## src/rtl/pcsp_memory_sequencer_if.sv

```systemverilog
// Control bundle between the PC/SP/memory sequencer and its datapath/decoder.
// The master side is the sequencer; the slave side is the datapath plus decoder.
interface pcsp_memory_sequencer_if;
  logic        hold;
  logic        run;
  logic [2:0]  op_class;
  logic        ld_long;
  logic [2:0]  jmp_pcsrc;
  logic [2:0]  st_dst;
  logic        MemWrite;
  logic [1:0]  MemSrc;
  logic [2:0]  MemDst;
  logic        InstWrite;
  logic        PCWrite;
  logic [2:0]  PCSrc;
  logic        SPWrite;
  logic [2:0]  SPSrc;
  logic        PCReset;
  logic        SPReset;
  logic        reg_write;
  logic        ra_write;
  logic        retire;
  logic        halted;
  logic [15:0] retired_cnt;
  logic [2:0]  fsm_state;

  modport master (
    input  hold, run, op_class, ld_long, jmp_pcsrc, st_dst,
    output MemWrite, MemSrc, MemDst, InstWrite, PCWrite, PCSrc, SPWrite, SPSrc,
           PCReset, SPReset, reg_write, ra_write, retire, halted, retired_cnt, fsm_state
  );

  modport slave (
    output hold, run, op_class, ld_long, jmp_pcsrc, st_dst,
    input  MemWrite, MemSrc, MemDst, InstWrite, PCWrite, PCSrc, SPWrite, SPSrc,
           PCReset, SPReset, reg_write, ra_write, retire, halted, retired_cnt, fsm_state
  );
endinterface

```

## src/rtl/pcsp_memory_sequencer.sv

```systemverilog
// Multicycle control FSM for the PC/SP/memory block: fetch, decode, load/store,
// push/pop, jump/call and halt, with a retired-instruction counter.
module pcsp_memory_sequencer (
  input logic                     clock,
  input logic                     reset,
  pcsp_memory_sequencer_if.master bus
);
  localparam logic [2:0] S_INIT   = 3'd0;
  localparam logic [2:0] S_FETCH  = 3'd1;
  localparam logic [2:0] S_DECODE = 3'd2;
  localparam logic [2:0] S_MEM_RD = 3'd3;
  localparam logic [2:0] S_LD_WB  = 3'd4;
  localparam logic [2:0] S_SP_DEC = 3'd5;
  localparam logic [2:0] S_MEM_WR = 3'd6;
  localparam logic [2:0] S_HALT   = 3'd7;

  localparam logic [2:0] OP_ALU   = 3'd0;
  localparam logic [2:0] OP_LOAD  = 3'd1;
  localparam logic [2:0] OP_STORE = 3'd2;
  localparam logic [2:0] OP_PUSH  = 3'd3;
  localparam logic [2:0] OP_POP   = 3'd4;
  localparam logic [2:0] OP_JUMP  = 3'd5;
  localparam logic [2:0] OP_CALL  = 3'd6;
  localparam logic [2:0] OP_HALT  = 3'd7;

  localparam logic [1:0] MSRC_PC = 2'd0;
  localparam logic [1:0] MSRC_SP = 2'd1;
  localparam logic [1:0] MSRC_ZE = 2'd2;
  localparam logic [1:0] MSRC_LS = 2'd3;
  localparam logic [2:0] SPSRC_HOLD = 3'd0;
  localparam logic [2:0] SPSRC_DEC  = 3'd1;
  localparam logic [2:0] SPSRC_INC  = 3'd2;
  localparam logic [2:0] PCSRC_INC  = 3'd0;

  logic [2:0]  state, state_nxt;
  logic [2:0]  op_q;
  logic        ld_q;
  logic [15:0] cnt;

  logic       mem_write, inst_write, pc_write, sp_write, pc_reset, sp_reset;
  logic       reg_wr, ra_wr, ret;
  logic [1:0] mem_src, ls_src;
  logic [2:0] mem_dst, pc_src, sp_src;
  logic       live;

  assign ls_src = ld_q ? MSRC_LS : MSRC_ZE;

  always_comb begin
    state_nxt  = state;
    mem_write  = 1'b0;
    inst_write = 1'b0;
    pc_write   = 1'b0;
    sp_write   = 1'b0;
    pc_reset   = 1'b0;
    sp_reset   = 1'b0;
    reg_wr     = 1'b0;
    ra_wr      = 1'b0;
    ret        = 1'b0;
    mem_src    = MSRC_PC;
    mem_dst    = 3'd0;
    pc_src     = PCSRC_INC;
    sp_src     = SPSRC_HOLD;
    case (state)
      S_INIT: begin
        pc_reset  = 1'b1;
        sp_reset  = 1'b1;
        state_nxt = S_FETCH;
      end
      S_FETCH: begin
        inst_write = 1'b1;
        state_nxt  = S_DECODE;
      end
      S_DECODE: begin
        case (bus.op_class)
          OP_ALU:   begin pc_write = 1'b1; ret = 1'b1; state_nxt = S_FETCH; end
          OP_LOAD:  state_nxt = S_MEM_RD;
          OP_STORE: state_nxt = S_MEM_WR;
          OP_PUSH:  state_nxt = S_SP_DEC;
          OP_POP:   state_nxt = S_MEM_RD;
          OP_JUMP: begin
            pc_write = 1'b1; pc_src = bus.jmp_pcsrc; ret = 1'b1; state_nxt = S_FETCH;
          end
          OP_CALL: begin
            ra_wr = 1'b1; pc_write = 1'b1; pc_src = bus.jmp_pcsrc; ret = 1'b1;
            state_nxt = S_FETCH;
          end
          default: begin ret = 1'b1; state_nxt = S_HALT; end
        endcase
      end
      S_MEM_RD: begin
        mem_src   = (op_q == OP_POP) ? MSRC_SP : ls_src;
        state_nxt = S_LD_WB;
      end
      S_LD_WB: begin
        reg_wr   = 1'b1;
        pc_write = 1'b1;
        ret      = 1'b1;
        if (op_q == OP_POP) begin
          sp_write = 1'b1;
          sp_src   = SPSRC_INC;
        end
        state_nxt = S_FETCH;
      end
      S_SP_DEC: begin
        sp_write  = 1'b1;
        sp_src    = SPSRC_DEC;
        state_nxt = S_MEM_WR;
      end
      S_MEM_WR: begin
        mem_write = 1'b1;
        mem_dst   = bus.st_dst;
        mem_src   = (op_q == OP_PUSH) ? MSRC_SP : ls_src;
        pc_write  = 1'b1;
        ret       = 1'b1;
        state_nxt = S_FETCH;
      end
      default: begin
        if (bus.run) state_nxt = S_FETCH;
      end
    endcase
  end

  // Outputs are all zero while reset is low even though the FSM already sits in INIT.
  assign live = reset && !bus.hold;

  assign bus.MemWrite    = mem_write  & live;
  assign bus.InstWrite   = inst_write & live;
  assign bus.PCWrite     = pc_write   & live;
  assign bus.SPWrite     = sp_write   & live;
  assign bus.PCReset     = pc_reset   & live;
  assign bus.SPReset     = sp_reset   & live;
  assign bus.reg_write   = reg_wr     & live;
  assign bus.ra_write    = ra_wr      & live;
  assign bus.retire      = ret        & live;
  assign bus.MemDst      = live  ? mem_dst : 3'd0;
  assign bus.MemSrc      = reset ? mem_src : MSRC_PC;
  assign bus.PCSrc       = reset ? pc_src  : PCSRC_INC;
  assign bus.SPSrc       = reset ? sp_src  : SPSRC_HOLD;
  assign bus.halted      = reset && (state == S_HALT);
  assign bus.retired_cnt = cnt;
  assign bus.fsm_state   = state;

  always_ff @(posedge clock or negedge reset) begin
    if (!reset) begin
      state <= S_INIT;
      op_q  <= OP_ALU;
      ld_q  <= 1'b0;
      cnt   <= 16'd0;
    end else if (!bus.hold) begin
      state <= state_nxt;
      if (state == S_DECODE) begin
        op_q <= bus.op_class;
        ld_q <= bus.ld_long;
      end
      if (ret) cnt <= cnt + 16'd1;
    end
  end
endmodule

```

## src/flat_wrapper.sv

```systemverilog
// flat-port wrapper written by rule: the top's interface ports become plain ports
module pcsp_memory_sequencer_flat 
  (clock, reset, bus_hold, bus_run, bus_op_class, bus_ld_long, bus_jmp_pcsrc, bus_st_dst, bus_MemWrite, bus_MemSrc, bus_MemDst, bus_InstWrite, bus_PCWrite, bus_PCSrc, bus_SPWrite, bus_SPSrc, bus_PCReset, bus_SPReset, bus_reg_write, bus_ra_write, bus_retire, bus_halted, bus_retired_cnt, bus_fsm_state);
  pcsp_memory_sequencer_if bus_i ();
  input logic clock;
  input logic reset;
  input wire logic [$bits(bus_i.hold)-1:0] bus_hold;
  input wire logic [$bits(bus_i.run)-1:0] bus_run;
  input wire logic [$bits(bus_i.op_class)-1:0] bus_op_class;
  input wire logic [$bits(bus_i.ld_long)-1:0] bus_ld_long;
  input wire logic [$bits(bus_i.jmp_pcsrc)-1:0] bus_jmp_pcsrc;
  input wire logic [$bits(bus_i.st_dst)-1:0] bus_st_dst;
  output wire logic [$bits(bus_i.MemWrite)-1:0] bus_MemWrite;
  output wire logic [$bits(bus_i.MemSrc)-1:0] bus_MemSrc;
  output wire logic [$bits(bus_i.MemDst)-1:0] bus_MemDst;
  output wire logic [$bits(bus_i.InstWrite)-1:0] bus_InstWrite;
  output wire logic [$bits(bus_i.PCWrite)-1:0] bus_PCWrite;
  output wire logic [$bits(bus_i.PCSrc)-1:0] bus_PCSrc;
  output wire logic [$bits(bus_i.SPWrite)-1:0] bus_SPWrite;
  output wire logic [$bits(bus_i.SPSrc)-1:0] bus_SPSrc;
  output wire logic [$bits(bus_i.PCReset)-1:0] bus_PCReset;
  output wire logic [$bits(bus_i.SPReset)-1:0] bus_SPReset;
  output wire logic [$bits(bus_i.reg_write)-1:0] bus_reg_write;
  output wire logic [$bits(bus_i.ra_write)-1:0] bus_ra_write;
  output wire logic [$bits(bus_i.retire)-1:0] bus_retire;
  output wire logic [$bits(bus_i.halted)-1:0] bus_halted;
  output wire logic [$bits(bus_i.retired_cnt)-1:0] bus_retired_cnt;
  output wire logic [$bits(bus_i.fsm_state)-1:0] bus_fsm_state;
  assign bus_i.hold = bus_hold;
  assign bus_i.run = bus_run;
  assign bus_i.op_class = bus_op_class;
  assign bus_i.ld_long = bus_ld_long;
  assign bus_i.jmp_pcsrc = bus_jmp_pcsrc;
  assign bus_i.st_dst = bus_st_dst;
  assign bus_MemWrite = bus_i.MemWrite;
  assign bus_MemSrc = bus_i.MemSrc;
  assign bus_MemDst = bus_i.MemDst;
  assign bus_InstWrite = bus_i.InstWrite;
  assign bus_PCWrite = bus_i.PCWrite;
  assign bus_PCSrc = bus_i.PCSrc;
  assign bus_SPWrite = bus_i.SPWrite;
  assign bus_SPSrc = bus_i.SPSrc;
  assign bus_PCReset = bus_i.PCReset;
  assign bus_SPReset = bus_i.SPReset;
  assign bus_reg_write = bus_i.reg_write;
  assign bus_ra_write = bus_i.ra_write;
  assign bus_retire = bus_i.retire;
  assign bus_halted = bus_i.halted;
  assign bus_retired_cnt = bus_i.retired_cnt;
  assign bus_fsm_state = bus_i.fsm_state;
  pcsp_memory_sequencer u_core (.clock(clock), .reset(reset), .bus(bus_i));
endmodule
```

## config.mk

```make
export PLATFORM = sky130hd
export DESIGN_NAME = pcsp_memory_sequencer_flat
export DESIGN_NICKNAME = d
export VERILOG_FILES = /design/src/rtl/pcsp_memory_sequencer_if.sv /design/src/rtl/pcsp_memory_sequencer.sv /design/src/flat_wrapper.sv
export SDC_FILE = /design/constraint.sdc
export NUM_CORES = 1
export LEC_CHECK = 0
export ABC_AREA = 1
export BUFFER_PORTS_ARGS = -buffer_cell sky130_fd_sc_hd__buf_2
export CAP_MARGIN = 20
export CORE_AREA = 2 2 60 62
export DETAILED_ROUTE_END_ITERATION = 12
export DIE_AREA = 0 0 62 64
export PLACE_DENSITY = 0.87
export REMOVE_ABC_BUFFERS = 1
export SLEW_MARGIN = 20
export SYNTH_ARGS = -nofsm -noshare
export SYNTH_HDL_FRONTEND = slang
export SYNTH_SLANG_ARGS = --single-unit
```

## constraint.sdc

```tcl
create_clock -name clock -period 1.8 [get_ports clock]
set_input_delay 0.27 -clock clock [delete_from_list [all_inputs] [get_ports clock]]
set_output_delay 0.27 -clock clock [all_outputs]
set_load 0.02 [all_outputs]
```

======== Word level (Yosys, flattened, before mapping) ========
Index checks and enable logic that the tools add are counted.
word-level totals
  memories ................................ 0
  latch bits .............................. 0
  input bits .............................. 14
  output and inout bits ................... 40
  memory bits (writable) .................. 0
  register bits after elaboration ......... 23
  bits in read-only memories .............. 0
cells by class
  reduce and logical (&&, ||, !) cells .... 15
  order comparisons ....................... 0
  shift-type cells ........................ 0
  bitwise operators ....................... 9
  $mul .................................... 0
  add/subtract/negate cells ............... 1
  muxes and demuxes ....................... 28
  equal/unequal tests ..................... 15
  divide/modulo/power cells ............... 0
operators by type and width
  cell                                                                    number
  3-bit equality test (second input constant)                             8
  3-bit two-way mux                                                       7
  16-bit by 1-bit adder with 16-bit output (second input constant)        1
  3-bit by 2-bit equality test with 1-bit output (second input constant)  5
  3-bit case mux with 5 select lines                                      1
  3-bit case mux with 4 select lines                                      1
  1-bit two-way mux                                                       10
  1-bit AND                                                               8
  2-bit two-way mux                                                       4
  3-bit by 1-bit equality test with 1-bit output (second input constant)  2
  3-bit zero test                                                         2
  1-bit case mux with 2 select lines                                      3
  3-bit case mux with 2 select lines                                      1
  2-bit AND reduction                                                     3
  6-bit nonzero test                                                      1
  2-bit OR reduction                                                      3
  3-bit OR reduction                                                      2
  2-bit case mux with 2 select lines                                      1
  4-bit OR reduction                                                      1
  1-bit logical AND                                                       2
  1-bit zero test                                                         1
  1-bit inverter                                                          1

======== Depth between registers and ports, before layout ========
  depth in word-level cells ............... 5
  depth in mapped cells ................... 10

======== Worst setup path before layout ========
No wires, ideal clock.
  path type ............................... register to output
  start ................................... register u_core.state[2] (netlist: u_core.bus.fsm_state[2])
  end ..................................... output port bus_ra_write
  stages on the path, launching flop included .. 7
  setup slack ............................. -0.055 ns
  data arrival time ....................... 1.585 ns
  cells stage by stage .................... dfrtp_1 > buf_6 > clkinv_4 > nand3_2 > nor2_1 > nand2_1 > nor3_1
on the way
  word-level cells in the longest chain between the ends .. 3
RTL lines
  what                                            line                          source
  start: declaration                              pcsp_memory_sequencer.sv:35   logic [2:0] state, state_nxt;
  start signal: assignment                        pcsp_memory_sequencer.sv:150  state <= state_nxt;
  3-bit by 2-bit equality test with 1-bit output  pcsp_memory_sequencer.sv:63   case (state)
  1-bit two-way mux                               pcsp_memory_sequencer.sv:63
  1-bit AND                                       pcsp_memory_sequencer.sv:133  assign bus.ra_write = ra_wr & live;
  end: declaration                                flat_wrapper.sv:24            output wire logic [$bits(bus_i.ra_write)-1:0] bus_ra_write;
Every way passes these cells.

======== Worst setup path after layout ========
  start ................................... register u_core.state[1] (netlist: u_core.bus.fsm_state[1])
  end ..................................... output port bus_SPWrite
on the way
  word-level cells in the longest chain between the ends .. 3
  elaborated cells on any way between the ends .. 4
RTL lines
  what                                  line                          source
  3-bit equality test                   pcsp_memory_sequencer.sv:63
  1-bit case mux with 2 select lines *  pcsp_memory_sequencer.sv:63
  1-bit AND *                           pcsp_memory_sequencer.sv:129  assign bus.SPWrite = sp_write & live;
  end: declaration                      flat_wrapper.sv:19            output wire logic [$bits(bus_i.SPWrite)-1:0] bus_SPWrite;
Mark *: on every way between the ends. The rest lies on a longest branch, timed or not.

==> summary.md <==
| Metric | Value |
|---|---|
| Status | finished, violations left |
| Failing checks | setup timing |
| Global route total overflow | 0 |
| CTS tree | done |
| Yosys reg bits | 23 |
| Synth Warn # | 0 |
| Static leakage | 1.13 nW |
| # setup viols final | 5 |
| Data arrival time of the worst path | 1.59 ns |
| Average routed wire per standard cell | 12.7 µm |
| DR vias | 1853 |
| Clock buffer depth | 2 |
| CTS Buf Count | 3 |
| Final Power | 2.14 mW |
| Hpwl dp | 3.11 mm |
| PD cells | 1010 mW/mm² |
| Top Ports | 54 |
| Initial antenna violation count | 0 |
| Core Area | 0.00328 mm² |
| First-pass GRT wire length | approximately 6.4 mm |
| Cell Rows | 21 |
| Detailed Routing Iterations Pass 1 | 5 |
| Quantity of hold-fixing buffers added after cts | 0 |
| Mean Syn Cell Area | 6.52 µm² |
| Area Growth Syn to Fin | 30.5% |
| Total clock sinks | 23 |
| Unrepaired setup endpoints after global routing | true |
| Crit path launch | u_core.bus.fsm_state[1] |
| Final hold vios | 0 |
| N_diodes | 0 |
| R2R depth | 8 |
| Routed Wire Length | 4.51 mm |
| WS Path Type | reg2out |
| Clock Latency Late Sink | 0.30 ns |
| Flop-to-flop setup slack | 0.16 ns |
| Crit path to | bus_SPWrite |
| Final nets | approximately 330 |
| Fin crit period | 1.86 ns |
| Number of max-slew violations in the final report | 0 |
| Die area | approximately 0.004 mm² |
| Die width | 62 µm |
| Overall routing resource usage | 21.2% |
| Synthesized cell area | between 0.0015 and 0.002 mm² |
| Max H-tree Level | 1 |
| Area of placed instances | 0.00191 mm² |
| Max-cap viol count | 0 |
| Vias in the first global route | 1535 |
| Detail Route Antenna Nets | 0 |
| CP Data Required Time | 1.53 ns |
| Port bufs | 52 |
| Post-Synthesis Cells | 249 |
| Reg-to-reg endpoint | u_core.bus.retired_cnt[12] |
| Setup crit end kind | output port |
| Finished Cell Area | 0.00212 mm² |
| Share of the yosys chip area belonging to registers | 35.5% |
| Iter 0 DRT Violations | 98 |
| Die height | between 60 and 70 µm |
| Min-delay worst type | in2async |
| Final WS setup | -0.0557 ns |
| CTS root buffer | clkbuf_4 |
| Reg-to-reg startpoint | u_core.bus.fsm_state[0] |
| Pin count of the biggest net entering global routing | 24 |
| Via/cell ratio | 5.21 |
| Worst Skew | around 0.0038 ns |
| DR DRC count | 0 |
| GPL Wtd Cong | 1.02 |
| Final worst path period share | 103% |
| Layout cell share with drive strength beyond 1 | 30.3% |
| Peak Freq | 539 MHz |
| Initial Utilization | 49.4% |
| CP Max Fanout | 4 |
| Clock slew at reported path FFs | 0.13 ns |
| Unique masters post-synth | 27 |
| Maximum vdd ir drop | slightly below 0.9 mV |
| Worst setup SP type | register |
worst min path at each step:
stage               startpoint                         end  cells past startpoint
global route             reset  u_core.bus.retired_cnt[15]                      2
finish                   reset   u_core.bus.retired_cnt[8]                      2
floorplan                reset     u_core.bus.fsm_state[0]                      0
global placement         reset   u_core.bus.retired_cnt[8]                      2
detailed placement       reset   u_core.bus.retired_cnt[8]                      2
CTS                      reset              u_core.op_q[0]                      2
layer usage:
| metal | part of all wire (%) | up-vias | global-route usage, % |
|---|---|---|---|
| li1 | - | 900 | - |
| met1 | 40 | 841 | 26.4 |
| met2 | 50 | 99 | 35.5 |
| met3 | 6.6 | 13 | 2.02 |
| met4 | 3.4 | 0 | 9.84 |
| met5 | 0 | - | 0 |
power by group:
part           switching (mW)  leakage [nW]  internal [mW]
Combinational           0.696         0.814          0.406
Clock                   0.158        0.0177         0.0827
Sequential              0.164         0.301          0.638
worst max-delay path: stages (launching register included):
cell,delay (ns)
dfrtp_2,0.46
buf_4,0.16
nor2_1,0.16
nand2_1,0.14
a21oi_1,0.20
buf_4,0.17
state kept, by name (all words and copies together) (netlist names):
| signal | flops |
|---|---|
| u_core.bus.fsm_state | 3 |
| u_core.ld_q | 1 |
| u_core.bus.retired_cnt | 16 |
| u_core.op_q | 3 |
timing repair:
action | CTS | global route
resized for setup | 18 | 21
buffers inserted | 4 | 3
cloned | 0 | 0
endpoints found under the setup margin | 12 | 17
pin swaps | 2 | 8
endpoints found under the hold margin | 0 | 0
placed cells by master, fill, tap and decap left out, types with 4 or more instances in the layout:
cell type  synthesis  final
a21oi_1            6      5
nand3_1           15     15
nor2_1            33     30
dfrtp_1           23     20
inv_2              3      5
nand2_2            2      4
nand4_1            5      5
buf_4              2     19
buf_2              0     41
inv_1             25     22
nand2_1           95     93
o21ai_0           10      9
xnor2_1            4      4
Yosys cell counts, drive strengths merged:
| cell type | number | area, µm² |
|---|---|---|
| a21oi | 7 | 46.3 |
| a31oi | 1 | 6.26 |
| buf | 5 | 48.8 |
| clkinv | 1 | 8.76 |
| conb | 1 | 3.75 |
| dfrtp | 23 | 576 |
| ha | 1 | 12.5 |
| inv | 28 | 105 |
| mux2 | 1 | 11.3 |
| nand2 | 98 | 380 |
| nand3 | 16 | 85.1 |
| nand3b | 1 | 7.51 |
| nand4 | 5 | 31.3 |
| nor2 | 34 | 135 |
| nor3 | 8 | 40.0 |
| o21ai | 10 | 50.1 |
| o31ai | 1 | 7.51 |
| or2 | 1 | 6.26 |
| xnor2 | 4 | 35.0 |
| xor2 | 3 | 26.3 |
through the flow:
stage          std cells  setup TNS [ns]  hold WS [ns]  setup WS (ns)  utilization, %
2_1_floorplan        244          -0.241       -0.0256         -0.102               -
3_3_place_gp         345               0         0.375          0.203            58.3
3_5_place_dp         345               0         0.377          0.144            58.3
4_1_cts              353         -0.0346        0.0313        -0.0201            61.6
5_1_grt              356           -1.06        0.0374         -0.205            64.5
6_report             356          -0.159        0.0365        -0.0557            64.5
area by class of cell:
cell class / count / area (µm²)
Clock buffer: 3 / 22.5
Inverter: 29 / 116
Sequential cell: 23 / 579
Fill cell: 299 / 1170
Timing Repair Buffer: 62 / 370
Tap cell: 46 / 57.6
Clock inverter: 1 / 5.00
Multi-Input combinational cell: 192 / 967
cells by family after synthesis:
kind of cell               after synthesis  share of synthesized area (%)
AOI/OAI and AO/OA                       19                           6.79
xor gates and xnor gates                 7                           3.78
adders and majority gates                1                          0.771
buffers and inverters                   34                           10.0
DFF                                     23                           35.5
muxes                                    1                          0.694
other                                    1                          0.231
and+or+nand+nor                        163                           42.3
(Power assumes the default switching activity.)
